[config.mk]
export PLATFORM = sky130hd
export DESIGN_NAME = alu_rr_sequencer_flat
export DESIGN_NICKNAME = d
export VERILOG_FILES = /design/src/rtl/alu_rr_sequencer_pkg.sv /design/src/rtl/alu_rr_sequencer_if.sv /design/src/rtl/alu_rr_sequencer_rr_arb2.sv /design/src/rtl/alu_rr_sequencer.sv /design/src/flat_wrapper.sv
export SDC_FILE = /design/constraint.sdc
export NUM_CORES = 1
export LEC_CHECK = 0
export ABC_CLOCK_PERIOD_IN_PS = 2000
export CELL_PAD_IN_SITES_DETAIL_PLACEMENT = 1
export CELL_PAD_IN_SITES_GLOBAL_PLACEMENT = 2
export CORE_MARGIN = 8
export CORE_UTILIZATION = 24
export DETAILED_ROUTE_END_ITERATION = 10
export GPL_ROUTABILITY_DRIVEN = 0
export PLACE_DENSITY_LB_ADDON = 0.1
export SKIP_LAST_GASP = 1
export SYNTH_ARGS = -nofsm -noshare
export SYNTH_HDL_FRONTEND = slang
export SYNTH_SLANG_ARGS = --single-unit
[constraint.sdc]
create_clock -name clk -period 2 [get_ports clk]
set_input_delay 0.4 -clock clk [delete_from_list [all_inputs] [get_ports clk]]
set_output_delay 0.4 -clock clk [all_outputs]
set_load 0.005 [all_outputs]
[src/rtl/alu_rr_sequencer_pkg.sv]
// rtl/alu_rr_sequencer_pkg.sv - opcodes, states and ALU select encodings for the ALU sequencer
package alu_seq_pkg;

    localparam logic [2:0] OP_AND = 3'd0;
    localparam logic [2:0] OP_OR  = 3'd1;
    localparam logic [2:0] OP_NOT = 3'd2;
    localparam logic [2:0] OP_XOR = 3'd3;
    localparam logic [2:0] OP_ADD = 3'd4;
    localparam logic [2:0] OP_SUB = 3'd5;
    localparam logic [2:0] OP_MUL = 3'd6;
    localparam logic [2:0] OP_RSV = 3'd7;

    localparam logic [2:0] SEL_PERSIST = 3'b100;
    localparam logic [2:0] SEL_LOAD    = 3'b010;
    localparam logic [2:0] SEL_RESET   = 3'b001;

    typedef enum logic [1:0] {
        ST_IDLE  = 2'd0,
        ST_ISSUE = 2'd1,
        ST_WAIT  = 2'd2,
        ST_RESP  = 2'd3
    } state_t;

    // The reserved opcode shifts out of the 7-bit field and selects nothing.
    function automatic logic [6:0] op_to_onehot(input logic [2:0] op);
        return 7'(8'd1 << op);
    endfunction

endpackage

[src/rtl/alu_rr_sequencer_if.sv]
// rtl/alu_rr_sequencer_if.sv - requester, response and ALU-side signals of the ALU sequencer
interface alu_rr_sequencer_if #(
    parameter int W = 8
);
    logic         on;
    logic         req0_valid;
    logic         req0_ready;
    logic [2:0]   req0_op;
    logic [W-1:0] req0_a;
    logic [W-1:0] req0_b;
    logic         req1_valid;
    logic         req1_ready;
    logic [2:0]   req1_op;
    logic [W-1:0] req1_a;
    logic [W-1:0] req1_b;
    logic [2:0]   alu_in_sel;
    logic [6:0]   alu_out_sel;
    logic [W-1:0] alu_num1;
    logic [W-1:0] alu_num2;
    logic [W-1:0] alu_result;
    logic         alu_overflow;
    logic         rsp_valid;
    logic         rsp_ready;
    logic         rsp_id;
    logic [W-1:0] rsp_data;
    logic         rsp_error;
    logic         busy;

    modport master (
        input  on, req0_valid, req0_op, req0_a, req0_b,
        input  req1_valid, req1_op, req1_a, req1_b,
        input  alu_result, alu_overflow, rsp_ready,
        output req0_ready, req1_ready,
        output alu_in_sel, alu_out_sel, alu_num1, alu_num2,
        output rsp_valid, rsp_id, rsp_data, rsp_error, busy
    );

    modport slave (
        output on, req0_valid, req0_op, req0_a, req0_b,
        output req1_valid, req1_op, req1_a, req1_b,
        output alu_result, alu_overflow, rsp_ready,
        input  req0_ready, req1_ready,
        input  alu_in_sel, alu_out_sel, alu_num1, alu_num2,
        input  rsp_valid, rsp_id, rsp_data, rsp_error, busy
    );
endinterface

[src/rtl/alu_rr_sequencer_rr_arb2.sv]
// rtl/alu_rr_sequencer_rr_arb2.sv - two-way round-robin picker with a last-grant register
module rr_arb2 (
    input  logic       clk,
    input  logic       rst,
    input  logic [1:0] req,
    input  logic       en,
    output logic [1:0] grant
);
    logic last_grant;

    always_comb begin
        grant = 2'b00;
        if (en) begin
            if (req[0] && req[1]) begin
                grant = last_grant ? 2'b01 : 2'b10;
            end else begin
                grant = req;
            end
        end
    end

    // Reset to requester 1 so requester 0 wins the first contested pick.
    always_ff @(posedge clk) begin
        if (rst) begin
            last_grant <= 1'b1;
        end else if (|grant) begin
            last_grant <= grant[1];
        end
    end
endmodule

[src/rtl/alu_rr_sequencer.sv]
// rtl/alu_rr_sequencer.sv - shares one registered-operand ALU between two requesters, round-robin
module alu_rr_sequencer
    import alu_seq_pkg::*;
#(
    parameter int W       = 8,
    parameter int ALU_LAT = 1
) (
    input  logic               clk,
    input  logic               rst,
    alu_rr_sequencer_if.master bus
);
    localparam logic [2:0] CNT_INIT = 3'(ALU_LAT - 1);

    state_t       state;
    state_t       state_nx;
    logic [1:0]   grant;
    logic         arb_en;
    logic         take;
    logic [2:0]   sel_op;
    logic [W-1:0] sel_a;
    logic [W-1:0] sel_b;
    logic [2:0]   op_q;
    logic [2:0]   cnt_q;
    logic [2:0]   in_sel_q;
    logic [6:0]   out_sel_q;
    logic         id_q;
    logic [W-1:0] a_q;
    logic [W-1:0] b_q;
    logic [W-1:0] rsp_data_q;
    logic         rsp_error_q;

    assign arb_en = (state == ST_IDLE) && bus.on && !rst;

    rr_arb2 u_arb (
        .clk   (clk),
        .rst   (rst),
        .req   ({bus.req1_valid, bus.req0_valid}),
        .en    (arb_en),
        .grant (grant)
    );

    assign take   = |grant;
    assign sel_op = grant[1] ? bus.req1_op : bus.req0_op;
    assign sel_a  = grant[1] ? bus.req1_a  : bus.req0_a;
    assign sel_b  = grant[1] ? bus.req1_b  : bus.req0_b;

    assign bus.req0_ready  = grant[0];
    assign bus.req1_ready  = grant[1];
    assign bus.alu_in_sel  = in_sel_q;
    assign bus.alu_out_sel = out_sel_q;
    assign bus.alu_num1    = a_q;
    assign bus.alu_num2    = b_q;
    assign bus.rsp_valid   = (state == ST_RESP);
    assign bus.rsp_id      = id_q;
    assign bus.rsp_data    = rsp_data_q;
    assign bus.rsp_error   = rsp_error_q;
    assign bus.busy        = (state != ST_IDLE);

    always_comb begin
        state_nx = state;
        case (state)
            ST_IDLE:  if (take) state_nx = (sel_op == OP_RSV) ? ST_RESP : ST_ISSUE;
            ST_ISSUE: state_nx = ST_WAIT;
            ST_WAIT:  if (cnt_q == 3'd0) state_nx = ST_RESP;
            ST_RESP:  if (bus.rsp_ready) state_nx = ST_IDLE;
            default:  state_nx = ST_IDLE;
        endcase
    end

    // ALU controls are registered so the selectors change exactly on state entry.
    always_ff @(posedge clk) begin
        if (rst) begin
            state       <= ST_IDLE;
            op_q        <= '0;
            cnt_q       <= '0;
            in_sel_q    <= SEL_RESET;
            out_sel_q   <= '0;
            id_q        <= 1'b0;
            a_q         <= '0;
            b_q         <= '0;
            rsp_data_q  <= '0;
            rsp_error_q <= 1'b0;
        end else begin
            state <= state_nx;
            case (state)
                ST_IDLE: begin
                    in_sel_q <= SEL_PERSIST;
                    if (take) begin
                        op_q <= sel_op;
                        id_q <= grant[1];
                        a_q  <= sel_a;
                        b_q  <= (sel_op == OP_NOT) ? '0 : sel_b;
                        if (sel_op == OP_RSV) begin
                            out_sel_q   <= '0;
                            rsp_data_q  <= '0;
                            rsp_error_q <= 1'b1;
                        end else begin
                            in_sel_q  <= SEL_LOAD;
                            out_sel_q <= op_to_onehot(sel_op);
                        end
                    end
                end
                ST_ISSUE: begin
                    in_sel_q <= SEL_PERSIST;
                    cnt_q    <= CNT_INIT;
                end
                ST_WAIT: begin
                    if (cnt_q == 3'd0) begin
                        rsp_data_q  <= bus.alu_result;
                        rsp_error_q <= (op_q == OP_MUL) && bus.alu_overflow;
                    end else begin
                        cnt_q <= cnt_q - 3'd1;
                    end
                end
                ST_RESP: begin
                    if (bus.rsp_ready) out_sel_q <= '0;
                end
                default: ;
            endcase
        end
    end
endmodule

[src/flat_wrapper.sv]
// flat-port wrapper written by rule: the top's interface ports become plain ports
module alu_rr_sequencer_flat import alu_seq_pkg::*;
#(
    parameter int W       = 8,
    parameter int ALU_LAT = 1
)
  (clk, rst, bus_on, bus_req0_valid, bus_req0_op, bus_req0_a, bus_req0_b, bus_req1_valid, bus_req1_op, bus_req1_a, bus_req1_b, bus_alu_result, bus_alu_overflow, bus_rsp_ready, bus_req0_ready, bus_req1_ready, bus_alu_in_sel, bus_alu_out_sel, bus_alu_num1, bus_alu_num2, bus_rsp_valid, bus_rsp_id, bus_rsp_data, bus_rsp_error, bus_busy);
  alu_rr_sequencer_if #(.W(W)) bus_i ();
  input  logic clk;
  input  logic rst;
  input wire logic [$bits(bus_i.on)-1:0] bus_on;
  input wire logic [$bits(bus_i.req0_valid)-1:0] bus_req0_valid;
  input wire logic [$bits(bus_i.req0_op)-1:0] bus_req0_op;
  input wire logic [$bits(bus_i.req0_a)-1:0] bus_req0_a;
  input wire logic [$bits(bus_i.req0_b)-1:0] bus_req0_b;
  input wire logic [$bits(bus_i.req1_valid)-1:0] bus_req1_valid;
  input wire logic [$bits(bus_i.req1_op)-1:0] bus_req1_op;
  input wire logic [$bits(bus_i.req1_a)-1:0] bus_req1_a;
  input wire logic [$bits(bus_i.req1_b)-1:0] bus_req1_b;
  input wire logic [$bits(bus_i.alu_result)-1:0] bus_alu_result;
  input wire logic [$bits(bus_i.alu_overflow)-1:0] bus_alu_overflow;
  input wire logic [$bits(bus_i.rsp_ready)-1:0] bus_rsp_ready;
  output wire logic [$bits(bus_i.req0_ready)-1:0] bus_req0_ready;
  output wire logic [$bits(bus_i.req1_ready)-1:0] bus_req1_ready;
  output wire logic [$bits(bus_i.alu_in_sel)-1:0] bus_alu_in_sel;
  output wire logic [$bits(bus_i.alu_out_sel)-1:0] bus_alu_out_sel;
  output wire logic [$bits(bus_i.alu_num1)-1:0] bus_alu_num1;
  output wire logic [$bits(bus_i.alu_num2)-1:0] bus_alu_num2;
  output wire logic [$bits(bus_i.rsp_valid)-1:0] bus_rsp_valid;
  output wire logic [$bits(bus_i.rsp_id)-1:0] bus_rsp_id;
  output wire logic [$bits(bus_i.rsp_data)-1:0] bus_rsp_data;
  output wire logic [$bits(bus_i.rsp_error)-1:0] bus_rsp_error;
  output wire logic [$bits(bus_i.busy)-1:0] bus_busy;
  assign bus_i.on = bus_on;
  assign bus_i.req0_valid = bus_req0_valid;
  assign bus_i.req0_op = bus_req0_op;
  assign bus_i.req0_a = bus_req0_a;
  assign bus_i.req0_b = bus_req0_b;
  assign bus_i.req1_valid = bus_req1_valid;
  assign bus_i.req1_op = bus_req1_op;
  assign bus_i.req1_a = bus_req1_a;
  assign bus_i.req1_b = bus_req1_b;
  assign bus_i.alu_result = bus_alu_result;
  assign bus_i.alu_overflow = bus_alu_overflow;
  assign bus_i.rsp_ready = bus_rsp_ready;
  assign bus_req0_ready = bus_i.req0_ready;
  assign bus_req1_ready = bus_i.req1_ready;
  assign bus_alu_in_sel = bus_i.alu_in_sel;
  assign bus_alu_out_sel = bus_i.alu_out_sel;
  assign bus_alu_num1 = bus_i.alu_num1;
  assign bus_alu_num2 = bus_i.alu_num2;
  assign bus_rsp_valid = bus_i.rsp_valid;
  assign bus_rsp_id = bus_i.rsp_id;
  assign bus_rsp_data = bus_i.rsp_data;
  assign bus_rsp_error = bus_i.rsp_error;
  assign bus_busy = bus_i.busy;
  alu_rr_sequencer #(.W(W), .ALU_LAT(ALU_LAT)) u_core (.clk(clk), .rst(rst), .bus(bus_i));
endmodule
======== Word level (Yosys, flattened, before mapping) ========
Index checks and enable logic that the tools add are counted.
word-level totals
  register bits ........................... 45
  input bits .............................. 53
  output and inout port bits .............. 40
  logic and storage cells ................. 71
cells by class
  add/subtract/negate cells ............... 1
  muxes and demuxes ....................... 29
  equal/unequal tests ..................... 11
  reductions and logical operators ........ 18
  shifts and indexed selects .............. 1
operator list
  kind                                                                      count
  8-bit 2-to-1 mux                                                          6
  7-bit 2-to-1 mux                                                          3
  8-bit case mux with 2 select lines                                        1
  2-bit 2-to-1 mux                                                          7
  7-bit case mux with 2 select lines                                        1
  3-bit 2-to-1 mux                                                          4
  3-bit case mux with 2 select lines                                        2
  2-bit nonzero test                                                        5
  2-bit case mux with 4 select lines                                        1
  1-bit by 3-bit << shifter with 7-bit output (first input constant)        1
  3-bit == test (second input constant)                                     2
  2-bit inequality test (second input constant)                             3
  3-bit AND reduction                                                       2
  2-bit == test (second input constant)                                     2
  1-bit logical AND                                                         4
  2-bit by 1-bit inequality test with 1-bit output (second input constant)  2
  2-bit AND reduction                                                       2
  4-bit AND reduction                                                       1
  3-bit by 2-bit == test with 1-bit output (second input constant)          1
  3-bit zero test                                                           1
  1-bit 2-to-1 mux                                                          3
  3-bit by 1-bit subtractor with 3-bit output (second input constant)       1
  2-bit by 1-bit == test with 1-bit output (second input constant)          1
  2-bit zero test                                                           1
  other kinds (3)                                                           3

======== Logic depth before layout (Yosys ltp) ========
Gate-level depths: netlist of run 1.
  word-level depth ........................ 9
  depth in mapped cells ................... 9
  depth with buffers taken out ............ 8

======== By module ========
Synthesis of run 1 repeated with hierarchy kept, for this count alone.
unflattened totals
  cells, all modules ...................... 211
  area total of the unflattened synthesis .. 2,035.7 um2
by module, submodules not included
  module            sequential area each (um2)  cells each  times used  area an instance (um2)
  alu_rr_sequencer  880.8                       203         1           1,976.9
  rr_arb2           20.0                        8           1           58.8

======== Least setup slack after synthesis of run 1 ========
No wires, ideal clock.
  path kind ............................... register -> register
  from .................................... register u_core.state[0]
  to ...................................... register u_core.rsp_error_q, in the netlist u_core.bus.rsp_error
  clock period less this slack ............ 1.846 ns
  arrival ................................. 1.758 ns
  required time ........................... 1.912 ns
  setup slack ............................. 0.154 ns
  library setup time ...................... 0.088 ns
  buffers on the path ..................... 1
  cell stages (with the launch flop) ...... 10
  cell sequence ........................... dfxtp_1 inv_1 ha_1 and4b_4 nand2_2 inv_2 buf_4 o211ai_2 a21oi_2 a311oi_2
on the way
  cells in the longest elaborated chain, start to end .. 8
  elaborated cells on any way between the ends .. 14
  classes of those cells .................. eq/ne (5); mux (3); reduce/logical (6)
RTL lines
  element                                 RTL line                                        RTL
  start: declaration                      alu_rr_sequencer.sv:14                          state_t state;
  start signal: assignment                alu_rr_sequencer.sv:84                          state <= state_nx;
  2-bit zero test                         alu_rr_sequencer.sv:32, alu_rr_sequencer.sv:85
  1-bit logical AND (2 in series)         alu_rr_sequencer.sv:32                          assign arb_en = (state == ST_IDLE) && bus.on && !rst;
  2-bit 2-to-1 mux                        alu_rr_sequencer_rr_arb2.sv:13                  if (en) begin
  3-bit 2-to-1 mux                        alu_rr_sequencer.sv:43                          assign sel_op = grant[1] ? bus.req1_op : bus.req0_op;
  3-bit == test                           alu_rr_sequencer.sv:93                          if (sel_op == OP_RSV) begin
  2-bit inequality test (no source line)  -
  4-bit AND reduction (no source line)    -
  end signal: assignment                  alu_rr_sequencer.sv:110                         rsp_error_q <= (op_q == OP_MUL) && bus.alu_overflow;
  end: declaration                        alu_rr_sequencer.sv:30                          logic rsp_error_q;
Several ways; a longest one is shown, not always the timed one.
A chain may end at the register's enable or synchronous reset.

======== Worst setup path in the final report of run 1 ========
  from .................................... register u_core.state[1]
  to ...................................... output bus_rsp_valid
on the way
  cells in the longest elaborated chain, start to end .. 1
RTL lines
  element           RTL line                RTL
  2-bit == test     alu_rr_sequencer.sv:53  assign bus.rsp_valid = (state == ST_RESP);
  end: declaration  flat_wrapper.sv:29      output wire logic [$bits(bus_i.rsp_valid)-1:0] bus_rsp_valid;
Every way passes these cells.

==> flow_metrics.env, run 1 <==
export IMPL_syn_nets=321
export IMPL_critical_path_arrival_ns=1.51
export IMPL_cts_path_max_buffers=2
export IMPL_hold_path_cells=3
export IMPL_peak_vdd_ir_uv=314.4
export IMPL_slew_violations=0
export IMPL_seqCellArea_um2=903.4
export IMPL_layout_filler_cells=1092
export IMPL_internal_power_mw=2.151
export IMPL_cts_tree="yes"
export IMPL_clk_insertion_delay_late_ns=0.30
export IMPL_groute_usage_overall_pct=12.36
export IMPL_finish_instance_area_um2=3750
export IMPL_leakagePower_nw=1.470
export IMPL_dpl_hpwl_mm=6.196
export IMPL_initial_utilization_pct=24.52
export IMPL_design_final_nets=445
export IMPL_synth_cell_area_um2=2255
export IMPL_drive_gt1_share_pct=19.43
export IMPL_timing_hold_worst_endpoint="u_core.bus.alu_num1[2]$_SDFFE_PP0P_"
export IMPL_hold_class="in -> reg"
export IMPL_post_dp_cell_area_um2=3557
export IMPL_num_cts_buffers=5
export IMPL_routed_wl_mm=8.216
export IMPL_via_count=2430
export IMPL_dieHeight_um=112.9
export IMPL_worst_ep_required_time_ns=1.60
export IMPL_fmaxAchievable_mhz=524.6
export IMPL_seq_area_frac_synth_pct=39.96
export IMPL_cts_sinks=45
export IMPL_dr_pass1_iters=4
export IMPL_power_switching_mw=1.211
export IMPL_detail_route_vias_per_cell=4.889
export IMPL_synth_ff_type="dfxtp_1"
export IMPL_fin_crit_sh_pct=95.30
export IMPL_timing_final_crit_period_ns=1.906
export IMPL_via_count_of_the_first_global_routing_pass=2601
export IMPL_power_switching_share_pct=36.03
export IMPL_cts_hold_buf=0
export IMPL_p_seq_share_pct=32.3
export IMPL_clock_tree_htree_level_count=2
export IMPL_cp_start_kind="flop"
export IMPL_path_class="reg -> out"
export IMPL_max_slew_margin_pct=61.79
export IMPL_grt_first_pass_wirelength_mm=13.10
export IMPL_route_detailed_wl_per_inst_um=16.53
export IMPL_grt_start_max_net_pins=28
export IMPL_comb_power_share_pct=49.6
export IMPL_syn_area_per_cell_um2=8.639
export IMPL_rows=35
export IMPL_drt_antenna_violating_nets=0
export IMPL_crit_reg2reg_launch="u_core.state[1]$_SDFFE_PP0P_"
export IMPL_r2r_worst_path_cells=8
export IMPL_core_um2=9196
export IMPL_die_x_um=112.9
export IMPL_port_buffers=92
export IMPL_synth_async_reset_ratio_pct=0
export IMPL_number_of_endpoints_with_negative_hold_slack_in_the_final_report=0
export IMPL_multi_input_comb_area_um2=1320
export IMPL_place_inst=486
export IMPL_fp_dieArea_um2=12750
export IMPL_antenna_found_initial=0
export IMPL_layout_area_overhead_vs_synth_pct=66.32
export IMPL_layoutNonFillerInstCount=497
export IMPL_power_density_nw_per_um2=896.5
export IMPL_hold_worst_slack_ns=0.4540
export IMPL_final_setup_skew_ns=0.007746
export IMPL_yosys_register_bits=45
export IMPL_overall_power_mw=3.362
export IMPL_critical_path_peak_fanout=5
export IMPL_synth_enable_flop_cells=0
export IMPL_synth_cell_types=48
export IMPL_ff2ff_setup_slack_ns=0.12
export IMPL_root_buffer_cell="clkbuf_8"
export IMPL_remaining_drc_errors=0
export IMPL_run_status="complete, no violations"
export IMPL_setup_violations=0
export IMPL_antenna_cells_inserted=0
export IMPL_detailedRoute_firstIterationViolations=73
export IMPL_postSynthCellCount=261
export IMPL_drv_cap=0
export IMPL_clockPowerShare_pct=18.2
export IMPL_tightest_slew_ns=0.5672
export IMPL_r2r_end="u_core.bus.rsp_data[7]$_SDFFE_PP0P_"
export IMPL_global_route_overflow_total=0
export IMPL_crit_path_end_kind="primary output"
export IMPL_clock_pin_slew_on_the_worst_setup_and_hold_paths_ns=0.09
export IMPL_worst_hold_startpoint="rst"
export IMPL_floorplan_io_pins=93
export IMPL_number_of_synthesis_warnings=0
cells by family (layout without fill, tap and decap cells):
| family | count (synthesis) | after routing | share of synthesized area [%] |
|---|---|---|---|
| AO/OA/AOI/OAI | 78 | 79 | 26.14 |
| adder cells (fa/ha/maj) | 7 | 7 | 3.884 |
| AND/OR/NAND/NOR | 99 | 99 | 21.98 |
| flip-flops | 45 | 45 | 39.96 |
| buffers and inverters | 24 | 148 | 4.495 |
| multiplexers | 8 | 8 | 3.552 |
metal layers:
metal	GRT usage (%)	vias up	routed length [um]
met4	2.664	0	40
met2	19.71	66	3666
met5	0	-	0
met1	15.83	1147	3987
met3	4.100	4	522
li1	-	1213	-
synth_stat cells (7+ instances only):
cell / count / share of area, %
a21oi_1: 17 / 3.8
clkbuf_1: 8 / 1.3
mux2i_1: 8 / 3.6
ha_1: 7 / 3.9
a311oi_1: 11 / 4.3
o21ai_0: 13 / 2.9
a2bb2oi_1: 8 / 3.1
nand3_1: 7 / 1.6
inv_1: 8 / 1.3
nand2_1: 32 / 5.3
nand4_1: 8 / 2.2
dfxtp_1: 45 / 40
nor2_1: 25 / 4.2
worst max-delay path by stage:
stage                                          endpoint  depth (start not counted)                    startpoint
finish                                    bus_rsp_valid                          3  u_core.state[1]$_SDFFE_PP0P_
detailed placement  u_core.bus.rsp_data[7]$_SDFFE_PP0P_                          7                        bus_on
floorplan             u_core.bus.rsp_error$_SDFFE_PP0P_                          9  u_core.state[0]$_SDFFE_PP0P_
CTS                                      bus_req1_ready                          5                bus_req1_valid
global placement    u_core.bus.alu_num2[7]$_SDFFE_PP0P_                         10                bus_req0_valid
global route               u_core.state[1]$_SDFFE_PP0P_                          7  u_core.state[1]$_SDFFE_PP0P_
flip-flops by register name, indices dropped and copies added (netlist names):
signal                   cells
u_core.bus.alu_out_sel       7
u_core.bus.rsp_data          8
u_core.op_q                  3
u_core.bus.alu_in_sel        3
u_core.state                 2
u_core.bus.rsp_error         1
u_core.bus.rsp_id            1
u_core.bus.alu_num2          8
u_core.bus.alu_num1          8
u_core.cnt_q                 3
u_core.u_arb.last_grant      1
worst max-delay path: stages, from the launching register on:
cell and delay (ns):
dfxtp_2 0.34, buf_4 0.11, ha_2 0.23, clkdlybuf4s50_1 0.52
layout by cell type, fill, tap and decap left out, drive strengths merged, types with 2 or more instances in the layout:
| cell | netlist | final |
|---|---|---|
| clkdlybuf4s50 | 0 | 85 |
| dfxtp | 45 | 45 |
| buf | 7 | 39 |
| nand2 | 33 | 33 |
| nor2 | 25 | 25 |
| a21oi | 19 | 19 |
| o21ai | 14 | 14 |
| a311oi | 12 | 12 |
| inv | 9 | 9 |
| nand4 | 8 | 8 |
| mux2i | 8 | 8 |
| a2bb2oi | 8 | 8 |
| nand3 | 7 | 7 |
| ha | 7 | 7 |
| clkbuf | 8 | 6 |
| nor3b | 5 | 5 |
| nand2b | 5 | 5 |
| a31o | 5 | 5 |
| o211ai | 4 | 4 |
| nand4b | 3 | 3 |
| a31oi | 3 | 3 |
| dlygate4sd2 | 0 | 3 |
| or3 | 3 | 3 |
| nor2b | 2 | 2 |
| nor3 | 2 | 2 |
| nand3b | 2 | 2 |
| dlymetal6s2s | 0 | 2 |
| a211oi | 2 | 2 |
| a221o | 1 | 2 |
| a221oi | 2 | 2 |
| clkinv | 0 | 2 |
| clkdlybuf4s15 | 0 | 2 |
power groups by stage:
stage	Clock [mW]	Sequential, mW	Combinational, mW
floorplan	0	1.10	0.712
global placement	0	1.10	1.50
global route	0.684	1.11	1.81
CTS	0.648	1.08	1.57
detailed placement	0	1.10	1.53
finish	0.610	1.09	1.67
through the flow:
stage | TNS [ns] | util (%) | setup slack, ns
final | 0 | 40.78 | 0.09395
after global routing | -0.003488 | 40.78 | -0.003488
after CTS | -0.01687 | 39.99 | -0.01687
after detailed placement | -9.062 | 38.68 | -0.3764
after global placement | -7.829 | 38.68 | -0.3290
after floorplan | 0 | - | 0.1539
layout make-up:
class                   count  area share, %
well taps                 111          3.704
repair buffers            131          33.47
multi-input cells         193          35.20
flip-flops and latches     45          24.09
inverters                   9         0.9676
clock buffers               6          2.202
clock inverters             2         0.3670
what timing repair did:
| action | 4_1_cts | 5_1_grt |
|---|---|---|
| endpoints found under the setup margin | 22 | 26 |
| resized for setup | 12 | 17 |
| cloned | 0 | 2 |
| setup buffers | 0 | 1 |
| pin swaps | 0 | 5 |
(Power assumes the default switching activity.)
==> inputs of run 2 (changes only) <==
Settings changed: GPL_ROUTABILITY_DRIVEN 0 to default.
==> results of run 2 <==
Final layout, timing and power as in run 1 (identical DEF).
